**config.mk**
```make
export PLATFORM = sky130hd
export DESIGN_NAME = blood_splat_renderer
export DESIGN_NICKNAME = d
export VERILOG_FILES = /design/src/rtl/blood_splat_renderer.sv
export SDC_FILE = /design/constraint.sdc
export NUM_CORES = 1
export LEC_CHECK = 0
export ABC_AREA = 0
export CORE_ASPECT_RATIO = 1.75
export CORE_MARGIN = 2
export CORE_UTILIZATION = 52
export CTS_CLUSTER_DIAMETER = 120
export CTS_CLUSTER_SIZE = 8
export DETAILED_ROUTE_END_ITERATION = 8
export PLACE_DENSITY = 0.95
export SLEW_MARGIN = 5
export SYNTH_ARGS = -nofsm -noshare
export SYNTH_HDL_FRONTEND = slang
export SYNTH_SLANG_ARGS = --single-unit
```
**constraint.sdc**
```tcl
create_clock -name clk -period 5.4 [get_ports clk]
set_input_delay 0.54 -clock clk [delete_from_list [all_inputs] [get_ports clk]]
set_output_delay 0.54 -clock clk [all_outputs]
set_load 0.05 [all_outputs]
```
**src/rtl/blood_splat_renderer.sv**
```systemverilog
// Animated blood-splat compositor over a VGA pixel stream.
// Drives 64x64 frame ROM addresses and keys transparent texels to background.
module blood_splat_renderer #(
   parameter int          NUM_FRAMES = 4,
   parameter int          FRAME_HOLD = 6,
   parameter logic [11:0] KEY_COLOR  = 12'h000,
   parameter int          FW         = 2
) (
   input  logic          clk,
   input  logic          rst_n,
   input  logic          hit_trig,
   input  logic [9:0]    hit_x,
   input  logic [9:0]    hit_y,
   input  logic          frame_tick,
   input  logic          video_on,
   input  logic [9:0]    pixel_x,
   input  logic [9:0]    pixel_y,
   input  logic          hsync_in,
   input  logic          vsync_in,
   input  logic [11:0]   bg_rgb,
   output logic [5:0]    rom_row,
   output logic [5:0]    rom_col,
   output logic [FW-1:0] rom_frame,
   input  logic [11:0]   rom_data,
   output logic [11:0]   rgb_out,
   output logic          hsync_out,
   output logic          vsync_out,
   output logic          busy,
   output logic          done
);

   localparam int HW = (FRAME_HOLD > 1) ? $clog2(FRAME_HOLD) : 1;

   typedef enum logic [1:0] {IDLE, ARM, PLAY} state_t;

   state_t        state_q, state_d;
   logic [FW-1:0] frame_q;
   logic [HW-1:0] hold_q;
   logic [9:0]    pos_x_q, pos_y_q;
   logic [9:0]    pend_x_q, pend_y_q;
   logic          busy_q, done_q;

   logic          adv, last_hold, last_frame, fin;
   logic [9:0]    dx, dy;
   logic          in_box;

   logic          in_box_q, von_q, hs_q, vs_q;
   logic [11:0]   bg_q;
   logic [11:0]   rgb_q;
   logic          hs2_q, vs2_q;

   // Retrigger has priority over any frame advance in the same cycle.
   assign adv        = (state_q == PLAY) && frame_tick && !hit_trig;
   assign last_hold  = (hold_q == HW'(FRAME_HOLD - 1));
   assign last_frame = (frame_q == FW'(NUM_FRAMES - 1));
   assign fin        = adv && last_hold && last_frame;

   always_comb begin
      state_d = state_q;
      unique case (state_q)
         IDLE: if (hit_trig) state_d = ARM;
         ARM: begin
            if (!hit_trig && frame_tick) state_d = PLAY;
         end
         PLAY: begin
            if (hit_trig) state_d = ARM;
            else if (fin) state_d = IDLE;
         end
         default: state_d = IDLE;
      endcase
   end

   always_ff @(posedge clk or negedge rst_n) begin
      if (!rst_n) begin
         state_q  <= IDLE;
         frame_q  <= '0;
         hold_q   <= '0;
         pos_x_q  <= '0;
         pos_y_q  <= '0;
         pend_x_q <= '0;
         pend_y_q <= '0;
         busy_q   <= 1'b0;
         done_q   <= 1'b0;
      end else begin
         state_q <= state_d;
         busy_q  <= (state_d != IDLE);
         done_q  <= fin;
         if (hit_trig) begin
            pend_x_q <= hit_x;
            pend_y_q <= hit_y;
         end
         if (state_q == ARM && !hit_trig && frame_tick) begin
            pos_x_q <= pend_x_q;
            pos_y_q <= pend_y_q;
            frame_q <= '0;
            hold_q  <= '0;
         end
         if (adv) begin
            if (last_hold) begin
               hold_q <= '0;
               if (!last_frame) frame_q <= frame_q + FW'(1);
            end else begin
               hold_q <= hold_q + HW'(1);
            end
         end
      end
   end

   // Pixels left of / above the splat wrap to large offsets and fall out.
   assign dx     = pixel_x - pos_x_q;
   assign dy     = pixel_y - pos_y_q;
   assign in_box = (state_q == PLAY) && (dx[9:6] == 4'd0)
                   && (dy[9:6] == 4'd0);

   assign rom_row   = dy[5:0];
   assign rom_col   = dx[5:0];
   assign rom_frame = frame_q;

   always_ff @(posedge clk or negedge rst_n) begin
      if (!rst_n) begin
         in_box_q <= 1'b0;
         von_q    <= 1'b0;
         bg_q     <= '0;
         hs_q     <= 1'b0;
         vs_q     <= 1'b0;
         rgb_q    <= '0;
         hs2_q    <= 1'b0;
         vs2_q    <= 1'b0;
      end else begin
         in_box_q <= in_box;
         von_q    <= video_on;
         bg_q     <= bg_rgb;
         hs_q     <= hsync_in;
         vs_q     <= vsync_in;
         hs2_q    <= hs_q;
         vs2_q    <= vs_q;
         if (!von_q)
            rgb_q <= '0;
         else if (in_box_q && rom_data != KEY_COLOR)
            rgb_q <= rom_data;
         else
            rgb_q <= bg_q;
      end
   end

   assign rgb_out   = rgb_q;
   assign hsync_out = hs2_q;
   assign vsync_out = vs2_q;
   assign busy      = busy_q;
   assign done      = done_q;

endmodule

```
==> summary.txt, run 1 <==
Detailed routing
  • DRC viols: 0
  • TritonRoute pass-1 iters: 4
  • Wirelength per Cell: 15.7 um
  • Final wirelength: 8.42 mm
  • DRT antenna net count: 0
  • Vias: roughly 2900
  • Via density: 5.36
  • DR iter-0 viols: 116

STA
  • PnR worst setup slack: 1.78 ns
  • Final Hold Vio Count: 0
  • Clk_skew: 0.00420 ns
  • Fin Hold WS: ~0.35 ns
  • Final Critical Period: between 3 and 4 ns
  • Fin Setup TNS: 0 ns
  • Max transition margin: 37.0%
  • Max-slew violation count: 0
  • Max Fclk: 0.276 GHz
  • RSZ-0062 raised after global routing: false
  • Final Cycle Share: 67.1%
  • Worst slew pin tran: 0.945 ns
  • # setup viols final: 0

Setup path
  • Slowest stage delay, CP: a little over 0.8 ns
  • Worst setup path category: input port to output pin
  • Worst path cell trace: clkdlybuf4s50_1 -> inv_1 -> ha_1 -> inv_1 -> fa_1 -> a21o_1 -> a21oi_1 -> xnor2_1 -> clkdlybuf4s50_1
  • Startpoint Class: input port
  • Critical path endpoint category: output pin
  • Peak fanout along the critical path: 2
  • CP startpoint: pixel_y[0]
  • WP data required: 4.86 ns
  • Worst path slowest cell: clkdlybuf4s50_1
  • Top Family by Delay on Critical Path: buffers and inverters
  • Crit path DAT: 3.08 ns
  • Critical path buffers and inverters: 4
  • Worst R2R Start: pos_y_q[0]

Synth
  • Yosys top cell by area: dfrtp_1
  • Compound-gate portion of the synthesized area: 12.0%
  • Simple-gate area share of the yosys netlist: between 10% and 20%
  • Gate Count Post-Synth: 346
  • Mux share of post-synthesis cell area: 9.06%
  • Yosys cell types: 42
  • Mapped Area: about 3800 um2
  • Largest family of logic cells by synthesized area: simple AND/OR/NAND/NOR gates
  • Synth area leaders: dfrtp_1, mux2_2, ha_1
  • Syn Area/Cell: around 11 um2
  • Asr flop ratio synth: 100%
  • Warnings from Yosys: 0
  • Synth Area in Adders: 7.31%
  • EDFF count, synth: 0
  • Post-Syn Nets: between 400 and 500
  • FF+latch count, synth: 79
  • Post-synthesis sequential area ratio: 52.1%
  • Top_reg_cell synth: dfrtp_1
  • Top cell type's share of synthesized area: a little over half
  • Xor/xnor share of the synthesized area: 3.00%

Placed design
  • I/O Buffers: 100
  • Placed insts: between 500 and 600
  • Cell area after placement: between 4000 and 5000 um2
  • GPL Wtd Cong: ~0.88
  • Pre-CTS WS: ~1.8 ns
  • DP HPWL: about 6.2 mm

Floorplanning
  • DIE AREA: 8030 um2
  • # IOs: 101
  • Die H: 117 um
  • Initial Util: 53.3%
  • Rows: 41
  • Core area: 7130 um2
  • Chip Width: around 70 um

Power
  • Peak VDD IR: 0.301 mV
  • Leak pwr: 2.29 nW
  • Power Dens Cells: 410 nW/um2

Clocking
  • CTS tree: built
  • CTS Hold Bufs: 0
  • Clk Latency, worst-skew pair: between 0.3 and 0.4 ns
  • CTS Root Cell: clkbuf_16
  • Clock slew at reported path FFs: 0.05 ns
  • CTS Buf Count: 9
  • Setup bufs post-CTS: 0
  • Maximum root-to-sink buffer count: 2
  • Post-CTS sizing: 0
  • Clock sinks: 79
  • H-Tree Depth: 3

Finish
  • Final Non-Filler Cells: between 500 and 600
  • Diodes inserted: 0
  • Post-route cell area: approximately 5200 um2
  • Commonest non-fill, non-tap cell in the layout: clkdlybuf4s50_1
  • Share of post-route cells with drive strength above 1: between 10% and 20%
  • Final net count: 539
  • Leading cell types in the layout, fill and taps excluded: clkdlybuf4s50_1, dfrtp_1, nand2_1
  • Area Overhead vs Synth: 36.3%

Global routing
  • Largest net degree at the start of global routing: 80
  • Vias in the first global route: 3028
  • First-pass GRT wire length: 13.5 mm
  • Initial antenna violation count: 0
  • Total GRT Usage: 23.1%
  • Grt ovf: 0

Outcome
  • Status: finished, final reports clean

Worst hold path
  • Hold Crit Class: input port to asynchronous set/reset pin

Flow run
  • Max-cap violations: 0
## area by class of cell
cell class,count,area (um2)
clock buffer,12,256
clock inverter,3,42.5
fill,495,1960
inverter,25,93.8
multi-input combinational,230,1680
sequential,79,1980
tap,86,108
timing repair buffer,102,1010
## worst register-to-register path: cells and delay by family (launching register included)
family	cells	cell delay, ns
compound gates	4	0.89
flops	1	0.35
buf+inv	1	0.05
fa+ha+maj	2	0.55
simple gates	2	0.38
## layer usage
layer	vias to the layer above	share of wire (%)	global-route usage [%]
met2	101	54	41.0
met4	0	4.1	13.3
met1	1360	35	22.9
li1	1387	-	-
met5	-	0	0
met3	29	6.2	6.79
## registers in the layout, indices dropped and copies added (netlist names), 2 cells and up
name       cells
pend_y_q      10
hold_q         3
rgb_out       12
rom_frame      2
bg_q          12
pos_y_q       10
state_q        2
pos_x_q       10
pend_x_q      10
## synth_stat cells (all sizes together), types with 6 or more instances
library cell and number:
dfrtp 79, nand2 42, mux2 27, inv 25
o21ai 25, ha 19, nor2 14, a21oi 13
a21boi 10, a21o 9, clkbuf 8, xnor2 7
nand3 6, nor4 6, xor2 6
## logic make-up after synthesis
| group | count (synthesis) |
|---|---|
| compound gates | 69 |
| xor+xnor | 13 |
| fa+ha+maj | 21 |
| buf+inv | 37 |
| flops | 79 |
| mux | 31 |
| simple gates | 96 |
## final timing paths
| path | endpoint | slack (ns) | cells after the start |
|---|---|---|---|
| setup / recovery | rom_row[4] | 1.78 | 9 |
| hold / removal | bg_q[4] | 0.35 | 1 |
| setup reg to reg | in_box_q | 3.06 | 9 |
| hold reg to reg | hsync_out | 0.35 | 0 |
| max in group asynchronous | pos_y_q[2] | 4.44 | 1 |
| min in group clk | hsync_out | 0.35 | 0 |
## where the power goes
group          total (mW)  internal, mW  leakage [nW]  switching [mW]
Combinational       0.829         0.336          1.18           0.493
Sequential          0.695         0.663         0.963          0.0320
Clock               0.596         0.379         0.145           0.216
## metrics by stage
step | power, mW | utilization [%]
finish | 2.12 | 72.6
global route | 2.22 | 72.6
CTS | 2.13 | 72.6
detailed placement | 1.53 | 68.4
global placement | 1.50 | 68.4
floorplan | 1.27 | -
(Power assumes the default switching activity.)
==> run 2: changes to the inputs <==
Settings changed: CORE_UTILIZATION 52 to 44, PLACE_DENSITY 0.95 to 0.87.
Clock period 5.4 ns to 3.2 ns, I/O delays scaled along.
==> run 2 against run 1 <==
Largest cell class unchanged. Core utilization shrank 10 points. Critical path depth shrank 2. Final cell count grew 5.2%. Register-to-register slack lost 2.1 ns. Hold slack lost 0.22 ns. Via count grew 1.6%. Sequential share of layout area shrank 0.34 points. Global-route usage shrank 4.2 points. Clock-buffer cell count shrank 3. First-iteration DRC count grew 4.3%. Critical endpoint is now rom_row[2]. Combinational power grew 72%.
==> summary.txt, run 2 (synthesis results as in run 1) <==
Floorplanning
  • Die H: 127 um (+8.4%)
  • Core area: 8370 um2 (+17%)
  • Rows: 44 (+7.3%)
  • # IOs: 101 (unchanged)
  • DIE AREA: 9420 um2 (+17%)
  • Chip Width: 74.2 um (+8.2%)
  • Initial Util: 45.4% (-7.9 points)

Power
  • Leak pwr: 2.30 nW (+0.70%)
  • Sw Share: 34.7% (-0.31 points)
  • Sequential power share: 32.4% (-0.4 points)
  • Switch Pwr: 1.25 mW (+69%)
  • Logic pwr share: 39.4% (+0.3 points)
  • Internal: 2.36 mW (+72%)
  • Power Dens Cells: 693 nW/um2 (+69%)
  • Clk pwr share: 28.2% (about the same)
  • Peak VDD IR: 0.369 mV (+23%)

Global routing
  • Vias in the first global route: 2904 (-4.1%)
  • Initial antenna violation count: 0 (unchanged)
  • First-pass GRT wire length: 13.5 mm (unchanged)
  • Total GRT Usage: 18.9% (-4.2 points)
  • Largest net degree at the start of global routing: 80 (unchanged)
  • Grt ovf: 0 (unchanged)

STA
  • Final Critical Period: 2.76 ns
  • # setup viols final: 0 (unchanged)
  • Final Hold Vio Count: 0 (unchanged)
  • Final Cycle Share: a little under nine tenths
  • Clk_skew: 0.00374 ns (-0.000465 ns)
  • Fin Hold WS: 0.123 ns (-0.224 ns)
  • Worst slew pin tran: 0.960 ns (+0.0150 ns)
  • Max-slew violation count: 0 (unchanged)
  • Max transition margin: 36.0% (-1.0 points)
  • Fin Setup TNS: 0 ns (unchanged)
  • RSZ-0062 raised after global routing: false
  • Max Fclk: 0.362 GHz

Setup path
  • Worst path cell trace: clkdlybuf4s50_1 -> inv_1 -> ha_1 -> inv_1 -> fa_1 -> xor2_1 -> clkdlybuf4s50_1
  • Worst path slowest cell: clkdlybuf4s50_1
  • Crit path DAT: 2.44 ns (-0.64 ns)
  • Slowest stage delay, CP: 0.86 ns (+0.03 ns)
  • Startpoint Class: input port
  • Critical path endpoint category: output pin
  • WP data required: 2.88 ns (-1.98 ns)
  • Worst setup path category: input port to output pin
  • Peak fanout along the critical path: 2 (unchanged)

Clocking
  • Maximum root-to-sink buffer count: 2 (unchanged)
  • Clock slew at reported path FFs: 0.05 ns (about the same)
  • Setup bufs post-CTS: 0 (unchanged)
  • CTS Buf Count: 9 (unchanged)
  • Clock sinks: 79 (unchanged)
  • Post-CTS sizing: 0 (unchanged)
  • Clk Latency, worst-skew pair: 0.33 ns (about the same)
  • CTS Root Cell: clkbuf_16
  • CTS tree: built
  • H-Tree Depth: 3 (unchanged)
  • CTS Hold Bufs: 0 (unchanged)

Finish
  • Final Non-Filler Cells: 565 (+5.2%)
  • Area Overhead vs Synth: 37.5%
  • Commonest non-fill, non-tap cell in the layout: clkdlybuf4s50_1
  • Leading cell types in the layout, fill and taps excluded: clkdlybuf4s50_1, dfrtp_1, nand2_1
  • Final net count: 540 (+0.19%)
  • Diodes inserted: 0 (unchanged)
  • Share of post-route cells with drive strength above 1: 12.4% (+0.91 points)
  • # fillers: 694 (+40%)

Outcome
  • Status: finished, final reports clean

Flow run
  • Max-cap violations: 0 (unchanged)

Detailed routing
  • DRT antenna net count: 0 (unchanged)
  • Vias: 2923 (+1.6%)
  • Via density: 5.17 (-3.4%)
  • DRC viols: 0 (unchanged)
  • TritonRoute pass-1 iters: 7 (+3)
  • Final wirelength: 8.51 mm (+1.0%)
  • DR iter-0 viols: 121 (+4.3%)
  • Wirelength per Cell: 15.1 um (-4.0%)

Placed design
  • Placed insts: 552 (+5.7%)
  • GPL Wtd Cong: 0.884 (+1.0%)
  • DP HPWL: 6.47 mm (+4.0%)
  • I/O Buffers: 100 (unchanged)

Worst hold path
  • Hold Crit Class: input port to asynchronous set/reset pin
-- run 2: worst paths after layout --
check	startpoint	end	slack, ns	cells after the start
setup / recovery	pixel_y[0]	rom_row[2]	0.44	7
hold / removal	rst_n	rgb_out[4]	0.12	1
setup reg to reg	pos_y_q[0]	in_box_q	0.93	9
hold reg to reg	vs_q	vsync_out	0.35	0
max in group asynchronous	rst_n	pend_x_q[2]	2.44	1
min in group clk	vs_q	vsync_out	0.35	0
-- run 2: routing by layer --
| metal | vias up | routed length, um | GRT usage (%) |
|---|---|---|---|
| met5 | - | 0 | 0 |
| met4 | 0 | 172 | 8.82 |
| met3 | 15 | 442 | 3.81 |
| met2 | 118 | 4590 | 33.4 |
| met1 | 1395 | 3300 | 21.2 |
| li1 | 1395 | - | - |
-- run 2: worst max-delay path: cells and delay by family --
kind	cells	cell delay, ns
adders and majority gates	2	0.56
buffers and inverters	4	1.37
xor gates and xnor gates	1	0.20
-- run 2: per-stage QoR --
stage	setup WS, ns	area [um2]	util (%)	total power [mW]
finish	0.441	5220	62.4	3.62
global route	0.380	5220	62.4	3.79
CTS	0.434	5220	62.4	3.64
detailed placement	0.435	4920	58.8	2.60
global placement	0.547	4920	58.8	2.55
floorplan	0.988	3800	-	2.15
-- run 2: cell type report --
class / instances / area, um2 / area share, %
multi-input cells: 230 / 1680 / 32.3
flip-flops and latches: 79 / 1980 / 37.9
repair buffers: 103 / 1020 / 19.6
clock buffers: 9 / 225 / 4.31
well taps: 115 / 144 / 2.76
inverters: 25 / 93.8 / 1.80
clock inverters: 4 / 73.8 / 1.41
-- run 2: power by group through the flow --
stage          clock network [mW]  registers [mW]  logic (mW)
2_1_floorplan                   0            1.21       0.939
3_3_place_gp                    0            1.18        1.37
3_5_place_dp                    0            1.19        1.41
4_1_cts                      1.05            1.17        1.42
5_1_grt                      1.09            1.18        1.52
6_report                     1.02            1.17        1.43
